File: src/rtl/pipe_pkg.sv
// Shared helpers for the pipe_reg_chain retiming slice.
package pipe_pkg;

  // Ceiling log2 usable in constant expressions (port and localparam widths).
  function automatic int unsigned clog2(input int unsigned n);
    int unsigned r;
    r = 0;
    while ((32'd1 << r) < n) r = r + 1;
    return r;
  endfunction

endpackage

File: src/rtl/pipe_reg_slice.sv
// One pipeline stage: a WIDTH-bit data register plus its valid bit.
module pipe_reg_slice #(
  parameter int unsigned      WIDTH     = 8,
  parameter logic [WIDTH-1:0] RESET_VAL = '0
) (
  input  logic             clk,
  input  logic             rst_n,
  input  logic             load,
  input  logic             clear,
  input  logic [WIDTH-1:0] d,
  output logic [WIDTH-1:0] q,
  output logic             v
);

  logic [WIDTH-1:0] data_d, data_q;
  logic             vld_d, vld_q;

  // A load wins over a clear; the caller gates load when clear must dominate.
  always_comb begin
    data_d = data_q;
    vld_d  = vld_q;
    if (load) begin
      data_d = d;
      vld_d  = 1'b1;
    end else if (clear) begin
      vld_d  = 1'b0;
    end
  end

  always_ff @(posedge clk or negedge rst_n) begin
    if (!rst_n) begin
      data_q <= RESET_VAL;
      vld_q  <= 1'b0;
    end else begin
      data_q <= data_d;
      vld_q  <= vld_d;
    end
  end

  assign q = data_q;
  assign v = vld_q;

endmodule

File: src/rtl/pipe_reg_chain.sv
// Chain of DEPTH register slices with valid/ready on both ends, bubble
// collapsing, synchronous flush and an occupancy count.
module pipe_reg_chain
  import pipe_pkg::*;
#(
  parameter int unsigned      WIDTH     = 8,
  parameter int unsigned      DEPTH     = 3,
  parameter logic [WIDTH-1:0] RESET_VAL = '0
) (
  input  logic                          clk,
  input  logic                          reset,
  input  logic                          flush,
  input  logic                          in_valid,
  output logic                          in_ready,
  input  logic [WIDTH-1:0]              in_data,
  output logic                          out_valid,
  input  logic                          out_ready,
  output logic [WIDTH-1:0]              out_data,
  output logic [clog2(DEPTH+1)-1:0]     count
);

  localparam int unsigned CNT_W = clog2(DEPTH + 1);

  logic [DEPTH-1:0] vld;
  logic [DEPTH-1:0] adv;
  logic [WIDTH-1:0] data [DEPTH];
  logic             accept;
  logic             pop;
  logic [CNT_W-1:0] count_d, count_q;

  // A stage advances when it holds a beat and the stage ahead is empty or moving.
  function automatic logic [DEPTH-1:0] calc_adv(input logic [DEPTH-1:0] v,
                                                input logic             ordy);
    logic [DEPTH-1:0] a;
    a = '0;
    a[DEPTH-1] = v[DEPTH-1] & ordy;
    for (int i = int'(DEPTH) - 2; i >= 0; i--) begin
      a[i] = v[i] & (~v[i+1] | a[i+1]);
    end
    return a;
  endfunction

  always_comb begin
    adv      = calc_adv(vld, out_ready);
    pop      = adv[DEPTH-1];
    in_ready = reset & ~flush & (~vld[0] | adv[0]);
    accept   = in_valid & in_ready;
  end

  for (genvar g = 0; g < int'(DEPTH); g++) begin : g_stage
    logic [WIDTH-1:0] src_data;
    logic             src_adv;

    if (g == 0) begin : g_in
      assign src_data = in_data;
      assign src_adv  = accept;
    end else begin : g_mid
      assign src_data = data[g-1];
      assign src_adv  = adv[g-1];
    end

    // Flush dominates every load; data registers simply hold.
    pipe_reg_slice #(
      .WIDTH     (WIDTH),
      .RESET_VAL (RESET_VAL)
    ) u_slice (
      .clk   (clk),
      .rst_n (reset),
      .load  (~flush & src_adv),
      .clear (flush | adv[g]),
      .d     (src_data),
      .q     (data[g]),
      .v     (vld[g])
    );
  end

  always_comb begin
    count_d = count_q;
    if (flush) begin
      count_d = '0;
    end else begin
      count_d = count_q + CNT_W'(accept) - CNT_W'(pop);
    end
  end

  always_ff @(posedge clk or negedge reset) begin
    if (!reset) begin
      count_q <= '0;
    end else begin
      count_q <= count_d;
    end
  end

  assign count     = count_q;
  assign out_valid = vld[DEPTH-1];
  assign out_data  = data[DEPTH-1];

endmodule
File: config.mk
export PLATFORM = sky130hd
export DESIGN_NAME = pipe_reg_chain
export DESIGN_NICKNAME = d
export VERILOG_FILES = /design/src/rtl/pipe_pkg.sv /design/src/rtl/pipe_reg_slice.sv /design/src/rtl/pipe_reg_chain.sv
export SDC_FILE = /design/constraint.sdc
export NUM_CORES = 1
export LEC_CHECK = 0
export CORE_MARGIN = 1.5
export CORE_UTILIZATION = 52
export DETAILED_ROUTE_END_ITERATION = 6
export HOLD_SLACK_MARGIN = 0.08
export PLACE_DENSITY = 0.88
export SYNTH_ARGS = -nofsm -noshare
export SYNTH_HDL_FRONTEND = slang
export SYNTH_SLANG_ARGS = --single-unit
File: constraint.sdc
create_clock -name clk -period 3.6 [get_ports clk]
set_input_delay 0.9 -clock clk [delete_from_list [all_inputs] [get_ports clk]]
set_output_delay 0.9 -clock clk [all_outputs]
set_load 0.02 [all_outputs]
==> flow_summary.json <==
{
  "post-synth-top-area-fraction_pct": 62.0,
  "r2r_start": "g_stage[1].u_slice.v",
  "first_pass_iters": 3,
  "critPathLaunch": "out_ready",
  "die_area_um2": 2550,
  "rsz0062_at_grt": "no",
  "r2r_setup_slack_ns": 1.69,
  "postRouteAntennaNets": 0,
  "yosys_register_bits": 29,
  "timing.critical_path.arrival_ns": 2.46,
  "synth.area.top_cells": "sky130_fd_sc_hd__dfrtp_1, sky130_fd_sc_hd__mux2_1, sky130_fd_sc_hd__mux2_2",
  "worst_setup_path_end_kind": "primary output",
  "io-pin-count": 25,
  "mostFrequentLayoutCells": "sky130_fd_sc_hd__dfrtp_1, sky130_fd_sc_hd__clkdlybuf4s50_1, sky130_fd_sc_hd__mux2_1, sky130_fd_sc_hd__mux2_2",
  "timing.critical_path.from_type": "input port",
  "synth.avg_cell_area_um2": 15.0,
  "dieWidth_um": 50.5,
  "critical_path.reg2reg.endpoint": "count[0]",
  "grt_first_pass_wirelength_um": 3310,
  "rows": 16,
  "grt_pass1_vias": 744,
  "synth_area_leader": "sky130_fd_sc_hd__dfrtp_1",
  "numCtsBuffers": 5,
  "maximum_number_of_pins_on_one_net_before_global_route_repair": 32,
  "slew_viol_final": 0,
  "run_status": "finished, final reports clean",
  "layout_cells_excl_fill": 137,
  "route.vias.total": 712,
  "worstMarginPinSlew_ns": 0.473,
  "cts.path.max_buffers": 2,
  "drc_errors": 0,
  "share_seq_of_total_power_pct": 53.1,
  "clkSlewWorstSetupHoldPaths_ns": 0.08,
  "crit_path_max_fanout": 3,
  "layout.area.seq_um2": 726,
  "min_period_over_period_pct": 93.4,
  "top_layer": "met4",
  "finalSetupViolations": 0,
  "num-fill-cells": 152,
  "switching_share_pct": 27.4,
  "drtIter0Drc": 14,
  "max_cap_violations": 0,
  "worstSetupEndpoint": "in_ready",
  "clk-insertion-delay-late_ns": 0.32,
  "power.share.combinational_pct": 25.8,
  "core_region_area_um2": 2040,
  "placement.io_buffers": 24,
  "last_weighted_congestion_value_of_the_routability_driven_placer": 0.706,
  "reg2reg_depth": 7,
  "p_int_uw": 610,
  "flow.area_growth_from_synthesis_pct": 28.6,
  "synth-warning-count": 0,
  "hold_class": "reg2reg",
  "floorplan.initialDensity_pct": 57.4,
  "fmax_ghz": 0.297,
  "worst-setup-path-type": "in2out",
  "overall_global_routing_resource_usage_pct": 18.4,
  "wl_met3_um": 74,
  "holdCritStartpoint": "g_stage[0].u_slice.q[5]",
  "die_height_um": 50.5,
  "fraction_of_final_layout_cells_sized_beyond_drive_strength_1_pct": 20.0,
  "skew_ns": 0.0107,
  "layout_commonest_cell": "sky130_fd_sc_hd__dfrtp_1",
  "fin_setup_tns_ns": 0,
  "hold_viol_final": 0,
  "synth_sequential_area_ratio_pct": 62.0,
  "post_cts.repair.setup_buffers": 0,
  "synthesis.nets": 93,
  "share_clk_of_total_power_pct": 21.1,
  "overflow": 0,
  "wl_met2_um": 1020,
  "route.detailed.vias_per_inst": 5.20,
  "cts_tree": "done",
  "cellLeakagePower_nw": 0.676,
  "cts-htree-levels": 2,
  "synth.distinct_cells": 20,
  "synthesized_instance_count": 78,
  "fin_crit_ns": 3.36,
  "mappedNetlistArea_um2": 1170,
  "final_net_count": 124,
  "worst_slew_margin_rel_pct": 68.4,
  "multi_input_area_um2": 424,
  "numClockSinks": 29,
  "p_sw_uw": 230,
  "worst-endpoint-required_ns": 2.70,
  "place_hpwl_um": 1410,
  "cts_hold_fix_bufs": 0,
  "post_drt_wl_per_cell_um": 14.0,
  "wl_met1_um": 786,
  "vdd_ir_drop_max_mv": 0.404,
  "insertedDiodeCount": 0,
  "cts_resized": 0,
  "power_density_nw_per_um2": 558,
  "antenna_violations_before_repair": 0,
  "numPlacedInstances": 129,
  "clockRootBuffer": "sky130_fd_sc_hd__clkbuf_4",
  "route.final.wire_length_um": 1920
}
[through the flow]
step	setup slack, ns	hold slack (ns)	util, %	total power [mW]	area [µm²]
global route	0.154	0.503	73.8	0.891	1510
CTS	0.228	0.491	73.8	0.854	1510
detailed placement	0.237	0.473	71.4	0.674	1460
floorplan	1.04	0.450	-	0.560	1170
finish	0.238	0.484	73.8	0.841	1510
global placement	0.249	0.457	71.4	0.661	1460
[cell type report]
class                   count  area share, %
multi-input cells          43           28.2
well taps                  27           2.24
inverters                   3          0.748
repair buffers             27           17.4
flip-flops and latches     29           48.2
clock buffers               8           3.24
[how the worst min path moves through the flow]
| stage | slack [ns] | depth (start not counted) | endpoint |
|---|---|---|---|
| floorplan | 0.45 | 1 | g_stage[1].u_slice.q[0] |
| global placement | 0.46 | 1 | g_stage[1].u_slice.q[7] |
| detailed placement | 0.47 | 1 | g_stage[1].u_slice.q[7] |
| CTS | 0.49 | 1 | g_stage[1].u_slice.q[7] |
| global route | 0.50 | 1 | g_stage[0].u_slice.q[3] |
| finish | 0.48 | 1 | g_stage[0].u_slice.q[5] |
[cells by family (layout without fill, tap and decap cells)]
logic type	count (synthesis)	after routing	share of synthesized area [%]
AOI/OAI and AO/OA	3	3	1.60
adders and majority gates	2	2	2.14
buffers and inverters	6	38	2.35
xor gates and xnor gates	2	2	1.50
and+or+nand+nor	12	12	7.37
muxes	24	24	23.1
DFF	29	29	62.0
[metal layers]
layer / vias to the layer above / global-route usage, %
li1: 333 / -
met1: 355 / 20.7
met2: 18 / 31.4
met3: 6 / 6.25
met4: 0 / 8.56
met5: - / 0
[synth_stat cells]
| master | instances |
|---|---|
| sky130_fd_sc_hd__dfrtp_1 | 29 |
| sky130_fd_sc_hd__mux2_1 | 13 |
| sky130_fd_sc_hd__mux2_2 | 11 |
| sky130_fd_sc_hd__nor2_1 | 5 |
| sky130_fd_sc_hd__inv_1 | 3 |
| sky130_fd_sc_hd__a21oi_1 | 2 |
| sky130_fd_sc_hd__ha_1 | 2 |
| sky130_fd_sc_hd__a211o_1 | 1 |
| sky130_fd_sc_hd__and2_1 | 1 |
| sky130_fd_sc_hd__and4b_1 | 1 |
| sky130_fd_sc_hd__buf_2 | 1 |
| sky130_fd_sc_hd__buf_4 | 1 |
| sky130_fd_sc_hd__clkbuf_1 | 1 |
| sky130_fd_sc_hd__nor2b_1 | 1 |
| sky130_fd_sc_hd__nor2b_2 | 1 |
| sky130_fd_sc_hd__nor3b_1 | 1 |
| sky130_fd_sc_hd__nor3b_4 | 1 |
| sky130_fd_sc_hd__nor4bb_1 | 1 |
| sky130_fd_sc_hd__xnor2_1 | 1 |
| sky130_fd_sc_hd__xor2_1 | 1 |
[power by group through the flow]
stage	logic [mW]	clock network [mW]	registers, mW
after floorplan	0.0745	0	0.486
after global placement	0.213	0	0.448
after detailed placement	0.220	0	0.454
after CTS	0.221	0.186	0.448
after global routing	0.231	0.203	0.457
final	0.217	0.178	0.446
[critical path, stage by stage]
cell,delay (ns)
sky130_fd_sc_hd__clkdlybuf4s50_1,0.50
sky130_fd_sc_hd__and4b_1,0.25
sky130_fd_sc_hd__nor3b_1,0.18
sky130_fd_sc_hd__clkdlybuf4s50_1,0.63
[sequential cells by signal, indices dropped and copies added (netlist names)]
signal,flops
g_stage.u_slice.v,3
count,2
g_stage.u_slice.q,24
Power figures use the tool's default switching activity.
